### src/rtl/dmem_bus_if.sv
// Data-memory bus seen by dmem_bus_ctrl: one request channel and one response channel,
// both using a valid/ready handshake.
interface dmem_bus_if;
    logic        bus_req_valid;
    logic        bus_req_ready;
    logic [31:0] bus_addr;
    logic        bus_we;
    logic [31:0] bus_wdata;
    logic [3:0]  bus_wstrb;
    logic        bus_resp_valid;
    logic [31:0] bus_rdata;
    logic        bus_resp_err;

    modport master (
        output bus_req_valid, bus_addr, bus_we, bus_wdata, bus_wstrb,
        input  bus_req_ready, bus_resp_valid, bus_rdata, bus_resp_err
    );

    modport slave (
        input  bus_req_valid, bus_addr, bus_we, bus_wdata, bus_wstrb,
        output bus_req_ready, bus_resp_valid, bus_rdata, bus_resp_err
    );
endinterface

### src/rtl/dmem_bus_ctrl.sv
// MEM-stage data bus controller: runs one load/store at a time on the data bus,
// stalls the pipeline while busy, and reports bus errors and timeouts.
module dmem_bus_ctrl #(
    parameter int TIMEOUT = 256,
    parameter int TO_W    = 8
) (
    input  logic        clk,
    input  logic        rst_n,
    input  logic        cpu_req,
    input  logic        cpu_cmd,
    input  logic [31:0] cpu_addr,
    input  logic [31:0] cpu_wdata,
    input  logic [3:0]  cpu_wmask,
    output logic        cpu_stall,
    output logic [31:0] cpu_rdata,
    output logic        cpu_done,
    output logic        cpu_fault,
    dmem_bus_if.master  dbus
);

    typedef enum logic [1:0] {IDLE, ISSUE, WAIT, DONE} state_t;

    typedef struct packed {
        logic        we;
        logic [31:0] addr;
        logic [31:0] wdata;
        logic [3:0]  wstrb;
    } req_t;

    state_t          state, state_nxt;
    req_t            req_q;
    logic [TO_W-1:0] to_cnt;
    logic            fault_q;
    logic            bypass;
    logic            complete;
    logic            timed_out;
    logic            busy;

    // A store with no enabled lanes has nothing to write: it completes without touching the bus.
    assign bypass = cpu_cmd & (cpu_wmask == 4'b0000);
    assign busy   = (state == ISSUE) | (state == WAIT);

    always_comb begin
        complete = 1'b0;
        case (state)
            ISSUE:   complete = dbus.bus_req_ready & dbus.bus_resp_valid;
            WAIT:    complete = dbus.bus_resp_valid;
            default: complete = 1'b0;
        endcase
    end

    // A response landing in the last allowed cycle still counts as completion.
    assign timed_out = busy & (to_cnt == TO_W'(TIMEOUT - 1)) & ~complete;

    always_ff @(posedge clk or negedge rst_n) begin
        if (!rst_n) state <= IDLE;
        else        state <= state_nxt;
    end

    always_comb begin
        state_nxt = state;
        case (state)
            IDLE: begin
                if (cpu_req) state_nxt = bypass ? DONE : ISSUE;
            end
            ISSUE: begin
                if (complete || timed_out)  state_nxt = DONE;
                else if (dbus.bus_req_ready) state_nxt = WAIT;
            end
            WAIT: begin
                if (complete || timed_out) state_nxt = DONE;
            end
            DONE:    state_nxt = IDLE;
            default: state_nxt = IDLE;
        endcase
    end

    always_ff @(posedge clk or negedge rst_n) begin
        if (!rst_n) begin
            req_q     <= '0;
            to_cnt    <= '0;
            fault_q   <= 1'b0;
            cpu_rdata <= '0;
        end else begin
            case (state)
                IDLE: begin
                    if (cpu_req) begin
                        req_q.we    <= cpu_cmd;
                        req_q.addr  <= cpu_addr & 32'hFFFF_FFFC;
                        req_q.wdata <= cpu_wdata;
                        req_q.wstrb <= cpu_wmask;
                        to_cnt      <= '0;
                        fault_q     <= 1'b0;
                    end
                end
                ISSUE, WAIT: begin
                    to_cnt <= to_cnt + 1'b1;
                    if (complete) begin
                        fault_q <= dbus.bus_resp_err;
                        if (!req_q.we)
                            cpu_rdata <= dbus.bus_resp_err ? 32'h0 : dbus.bus_rdata;
                    end else if (timed_out) begin
                        fault_q <= 1'b1;
                        if (!req_q.we) cpu_rdata <= 32'h0;
                    end
                end
                default: ;
            endcase
        end
    end

    assign cpu_done  = (state == DONE);
    assign cpu_fault = (state == DONE) & fault_q;
    assign cpu_stall = (cpu_req & (state == IDLE) & ~bypass) | busy;

    // Request fields come straight from the capture registers, so they hold until accept.
    assign dbus.bus_req_valid = (state == ISSUE);
    assign dbus.bus_addr      = req_q.addr;
    assign dbus.bus_we        = req_q.we;
    assign dbus.bus_wdata     = req_q.wdata;
    assign dbus.bus_wstrb     = req_q.wstrb;

endmodule

### src/flat_wrapper.sv
// flat-port wrapper written by rule: the top's interface ports become plain ports
module dmem_bus_ctrl_flat 
#(
    parameter int TIMEOUT = 256,
    parameter int TO_W    = 8
)
  (clk, rst_n, cpu_req, cpu_cmd, cpu_addr, cpu_wdata, cpu_wmask, cpu_stall, cpu_rdata, cpu_done, cpu_fault, dbus_bus_req_valid, dbus_bus_addr, dbus_bus_we, dbus_bus_wdata, dbus_bus_wstrb, dbus_bus_req_ready, dbus_bus_resp_valid, dbus_bus_rdata, dbus_bus_resp_err);
  dmem_bus_if dbus_i ();
  input  logic clk;
  input  logic rst_n;
  input  logic cpu_req;
  input  logic cpu_cmd;
  input  logic [31:0] cpu_addr;
  input  logic [31:0] cpu_wdata;
  input  logic [3:0] cpu_wmask;
  output logic cpu_stall;
  output logic [31:0] cpu_rdata;
  output logic cpu_done;
  output logic cpu_fault;
  output wire logic [$bits(dbus_i.bus_req_valid)-1:0] dbus_bus_req_valid;
  output wire logic [$bits(dbus_i.bus_addr)-1:0] dbus_bus_addr;
  output wire logic [$bits(dbus_i.bus_we)-1:0] dbus_bus_we;
  output wire logic [$bits(dbus_i.bus_wdata)-1:0] dbus_bus_wdata;
  output wire logic [$bits(dbus_i.bus_wstrb)-1:0] dbus_bus_wstrb;
  input wire logic [$bits(dbus_i.bus_req_ready)-1:0] dbus_bus_req_ready;
  input wire logic [$bits(dbus_i.bus_resp_valid)-1:0] dbus_bus_resp_valid;
  input wire logic [$bits(dbus_i.bus_rdata)-1:0] dbus_bus_rdata;
  input wire logic [$bits(dbus_i.bus_resp_err)-1:0] dbus_bus_resp_err;
  assign dbus_bus_req_valid = dbus_i.bus_req_valid;
  assign dbus_bus_addr = dbus_i.bus_addr;
  assign dbus_bus_we = dbus_i.bus_we;
  assign dbus_bus_wdata = dbus_i.bus_wdata;
  assign dbus_bus_wstrb = dbus_i.bus_wstrb;
  assign dbus_i.bus_req_ready = dbus_bus_req_ready;
  assign dbus_i.bus_resp_valid = dbus_bus_resp_valid;
  assign dbus_i.bus_rdata = dbus_bus_rdata;
  assign dbus_i.bus_resp_err = dbus_bus_resp_err;
  dmem_bus_ctrl #(.TIMEOUT(TIMEOUT), .TO_W(TO_W)) u_core (.clk(clk), .rst_n(rst_n), .cpu_req(cpu_req), .cpu_cmd(cpu_cmd), .cpu_addr(cpu_addr), .cpu_wdata(cpu_wdata), .cpu_wmask(cpu_wmask), .cpu_stall(cpu_stall), .cpu_rdata(cpu_rdata), .cpu_done(cpu_done), .cpu_fault(cpu_fault), .dbus(dbus_i));
endmodule
### config.mk
export PLATFORM = sky130hd
export DESIGN_NAME = dmem_bus_ctrl_flat
export DESIGN_NICKNAME = d
export VERILOG_FILES = /design/src/rtl/dmem_bus_if.sv /design/src/rtl/dmem_bus_ctrl.sv /design/src/flat_wrapper.sv
export SDC_FILE = /design/constraint.sdc
export NUM_CORES = 1
export LEC_CHECK = 0
export ABC_AREA = 1
export CAP_MARGIN = 5
export CELL_PAD_IN_SITES_DETAIL_PLACEMENT = 1
export CELL_PAD_IN_SITES_GLOBAL_PLACEMENT = 2
export CORE_MARGIN = 2
export CORE_UTILIZATION = 27
export DETAILED_ROUTE_END_ITERATION = 16
export PLACE_DENSITY_LB_ADDON = 0.1
export SYNTH_ARGS = -nofsm -noshare
export SYNTH_HDL_FRONTEND = slang
export SYNTH_SLANG_ARGS = --single-unit
### constraint.sdc
create_clock -name clk -period 5 [get_ports clk]
set_input_delay 1 -clock clk [delete_from_list [all_inputs] [get_ports clk]]
set_output_delay 1 -clock clk [all_outputs]
set_load 0.05 [all_outputs]
==> results list <==
* 1st-iter DRT viols: 52
- Final RePlAce weighted congestion: 0.710
- In this run the tightest slew margin relative to its limit is 35.5%.
- Initial cell density of the core: 27.4%
- Along the worst path, the maximum fanout reaches 2.
* Maximum number of pins on one net before global-route repair: 74
- Delay of the slowest cell on the worst path: 700 ps
- The clock tree synthesis step divided the H-tree into 3 levels.
- The worst setup path is captured at an output port.
- The number of clock buffers added by TritonCTS is 9.
- Total congestion overflow after global routing: 0
- Wire length after detailed routing: 12.9 mm
- The clock net in this run drives a total of 110 sinks.
* Buffer cell driving the clock tree root: sky130_fd_sc_hd__clkbuf_16
* Clock tree skew after final layout: 7.28 ps
- Buffers inserted during post-CTS setup optimization: 0
- Via count of the first global-routing pass: 3,783
- Based on the critical path, the design can be clocked at up to 274 MHz.
* WP data required: 4000 ps
- Final ANT Viol Nets: 0
* Area inside the core boundary: 17,100 um^2
- Setup violations remaining at the end of the flow were counted as 0.
* Reported leakage power: 2.99 nW
- The die is 136 um tall.
- Critical Path Source Type: input pin
* Net count of the finished layout: 703
- Library cell contributing the largest single delay on the critical path: sky130_fd_sc_hd__clkdlybuf4s50_1
- At the pin with the least slew margin, the transition time is 968 ps.
- Post_cts resized: 0
- Cells after synthesis: 385
- Once detailed placement completed, the half-perimeter wirelength came to 9.45 mm.
* Proportion of synthesized chip area in sequential cells: 58.8%
- Count of cells along the worst hold path: 2
- Synthesis-to-finish area growth: 54.1%
- The post-route netlist has 20.9% of its cells at a drive strength greater than 1.
- The number of antenna diodes in the final layout is 0.
* Final critical path time including I/O delays and setup: 3650 ps
- Xor/xnor share of the synthesized area: 0%
- Buffers inserted to repair hold after CTS numbered 0.
* Average wire per standard cell: 15.7 um
* Standard-cell rows: 48
- After synthesis, the largest family of logic cells by area is multiplexers.
- After clock tree synthesis, the clock-pin slew on the worst setup and hold paths is 80 ps.
* Syn Std Cell Area: 4680 um^2
* Clock tree from TritonCTS: done
- 1st-pass router iterations: 2
* Synthesized-area fraction occupied by and/or/nand/nor cells: 11.0%
- In the synthesized netlist, mux cells make up 15.6% of the area.
* Library cells used by synthesis: 28
* Width of the chip: 136 um
- Maximum vdd ir drop: 0.344 mV
- Unrepaired setup endpoints after global routing: no
* HP Class: flop to flop
* Placed instance count: 803
- Using the TritonRoute via totals, the vias-per-cell ratio works out to 4.29.
- Outcome: completed
- Count of non-filler cells in the finished layout: 819
- The hold violation count in the final report is 0.
- Antenna violations before repair: 0
- Flip-flop and latch count after synthesis: 110
- In the routed design, unresolved DRC markers number 0.
- The clock passes through at most 2 buffers.
* Insertion delay of the later-clocked pin in the worst-skew pair: 350 ps
* Count of port buffers added during placement: 207
- Util after Layout: 42.2%
- Critical path arrival: 2650 ps
- Sum of negative setup slack: 0 ps
* Vias after detailed routing: 3,513
- Summing the areas of all fa, ha and maj instances in the mapped netlist gives 1.87% of the synthesized area.
* Count of yosys warnings during synthesis: 0
* Die area: 18,400 um^2
- The tool flagged a number of max-cap violations equal to 0.
- Max-slew violation count: 0
- A synthesized cell averages 12.2 um^2.
- Leading cell type in the layout, fill and taps excluded: sky130_fd_sc_hd__clkdlybuf4s50_1
- The first global-routing pass estimated 19.8 mm of wire.
- Compound-Gate Fraction of Synth Area: 7.99%
- Final hold slack: 483 ps
* Pwr dens: 702 nW/um^2
- For this run, the total global-route usage over all layers was measured as 14.0%.
* R2r worst-path depth: 6
- Top Ports: 212
- Crit-path cells: clkdlybuf4s50_1, nor3_1, nand3_1, nand3_1, nand2_1, clkdlybuf4s50_1
- The top cell types in the final layout, fill and taps aside, are 206 x sky130_fd_sc_hd__clkdlybuf4s50_1, 110 x sky130_fd_sc_hd__dfrtp_1, 84 x sky130_fd_sc_hd__nand2_1.
- The worst path uses 72.9% of the clock period.
- Crit Path Category: input pin to output port
==> cells in the mapped netlist <==
cell | n | area share (%)
sky130_fd_sc_hd__dfrtp_1 | 110 | 59
sky130_fd_sc_hd__nand2_1 | 85 | 6.8
sky130_fd_sc_hd__mux2_2 | 59 | 14
sky130_fd_sc_hd__o21ai_2 | 32 | 6.0
sky130_fd_sc_hd__inv_1 | 15 | 1.2
sky130_fd_sc_hd__nor2_1 | 11 | 0.88
sky130_fd_sc_hd__buf_6 | 8 | 1.9
sky130_fd_sc_hd__a21oi_1 | 7 | 0.75
sky130_fd_sc_hd__ha_1 | 7 | 1.9
sky130_fd_sc_hd__nand3_1 | 7 | 0.75
sky130_fd_sc_hd__mux2_1 | 6 | 1.4
sky130_fd_sc_hd__o21ai_0 | 6 | 0.64
sky130_fd_sc_hd__buf_2 | 5 | 0.53
sky130_fd_sc_hd__buf_4 | 5 | 0.80
sky130_fd_sc_hd__nor3_1 | 4 | 0.43
sky130_fd_sc_hd__nand2_2 | 3 | 0.40
sky130_fd_sc_hd__inv_2 | 2 | 0.16
sky130_fd_sc_hd__nand3_2 | 2 | 0.43
sky130_fd_sc_hd__nor2_2 | 2 | 0.27
sky130_fd_sc_hd__a22o_1 | 1 | 0.19
sky130_fd_sc_hd__conb_1 | 1 | 0.080
sky130_fd_sc_hd__nand2_4 | 1 | 0.24
sky130_fd_sc_hd__nand2_8 | 1 | 0.43
sky130_fd_sc_hd__nor2_4 | 1 | 0.24
sky130_fd_sc_hd__nor4_1 | 1 | 0.13
sky130_fd_sc_hd__o211ai_1 | 1 | 0.16
sky130_fd_sc_hd__o21a_1 | 1 | 0.16
sky130_fd_sc_hd__o21ai_1 | 1 | 0.11
==> power by group <==
group	switching [mW]	total (mW)	internal, mW
combinational	1.87	2.89	1.03
clock	0.341	0.747	0.406
sequential	0.182	1.43	1.25
total	2.39	5.07	2.68
==> cells by family after synthesis <==
| logic type | Yosys count |
|---|---|
| and+or+nand+nor | 118 |
| DFF | 110 |
| muxes | 65 |
| AOI/OAI and AO/OA | 49 |
| buffers and inverters | 35 |
| adders and majority gates | 7 |
| other | 1 |
==> stage by stage <==
stage                     worst slack (ps)  power [mW]  area, um^2
after floorplan                       2400        3.38        4690
after global placement                1270        4.33        6910
after detailed placement              1310        4.38        6910
after CTS                             1300        5.15        7220
after global routing                  1230        5.33        7220
final                                 1350        5.07        7220
==> final timing paths <==
path | from | to | slack (ps)
worst min-delay path | u_core.cpu_rdata[21] | u_core.cpu_rdata[21] | 480
worst min register to register | u_core.cpu_rdata[21] | u_core.cpu_rdata[21] | 480
max in group asynchronous | rst_n | u_core.dbus.bus_addr[25] | 3480
worst max register to register | u_core.state[0] | u_core.cpu_rdata[2] | 2770
worst max-delay path | cpu_wmask[0] | cpu_stall | 1350
min in group asynchronous | rst_n | u_core.dbus.bus_wdata[27] | 710
==> state kept, by name, summed over array words and instances, names as in the netlist <==
signal	cells
u_core.dbus.bus_wdata	32
u_core.state	2
u_core.fault_q	1
u_core.dbus.bus_wstrb	4
u_core.to_cnt	8
u_core.cpu_rdata	32
u_core.dbus.bus_addr	30
u_core.dbus.bus_we	1
==> cell type report <==
type | instances | area, um^2
fillers | 1835 | 9900
clock buffers | 10 | 239
well taps | 225 | 282
clock inverters | 6 | 67.6
multi-input cells | 241 | 1720
inverters | 17 | 63.8
repair buffers | 210 | 2090
flip-flops and latches | 110 | 2750
==> worst max-delay path, delay by kind of cell <==
family        cells  cell delay [ps]
buf+inv           2             1130
simple gates      4              500
==> per-layer routing <==
layer	global-route usage (%)	vias to the layer above	part of all wire, %
met4	5.32	0	1.6
met5	0	-	0
li1	-	1673	-
met2	24.1	106	51
met1	16.2	1723	40
met3	4.34	11	7.2
Note: power is estimated with default switching activity, not from simulation.
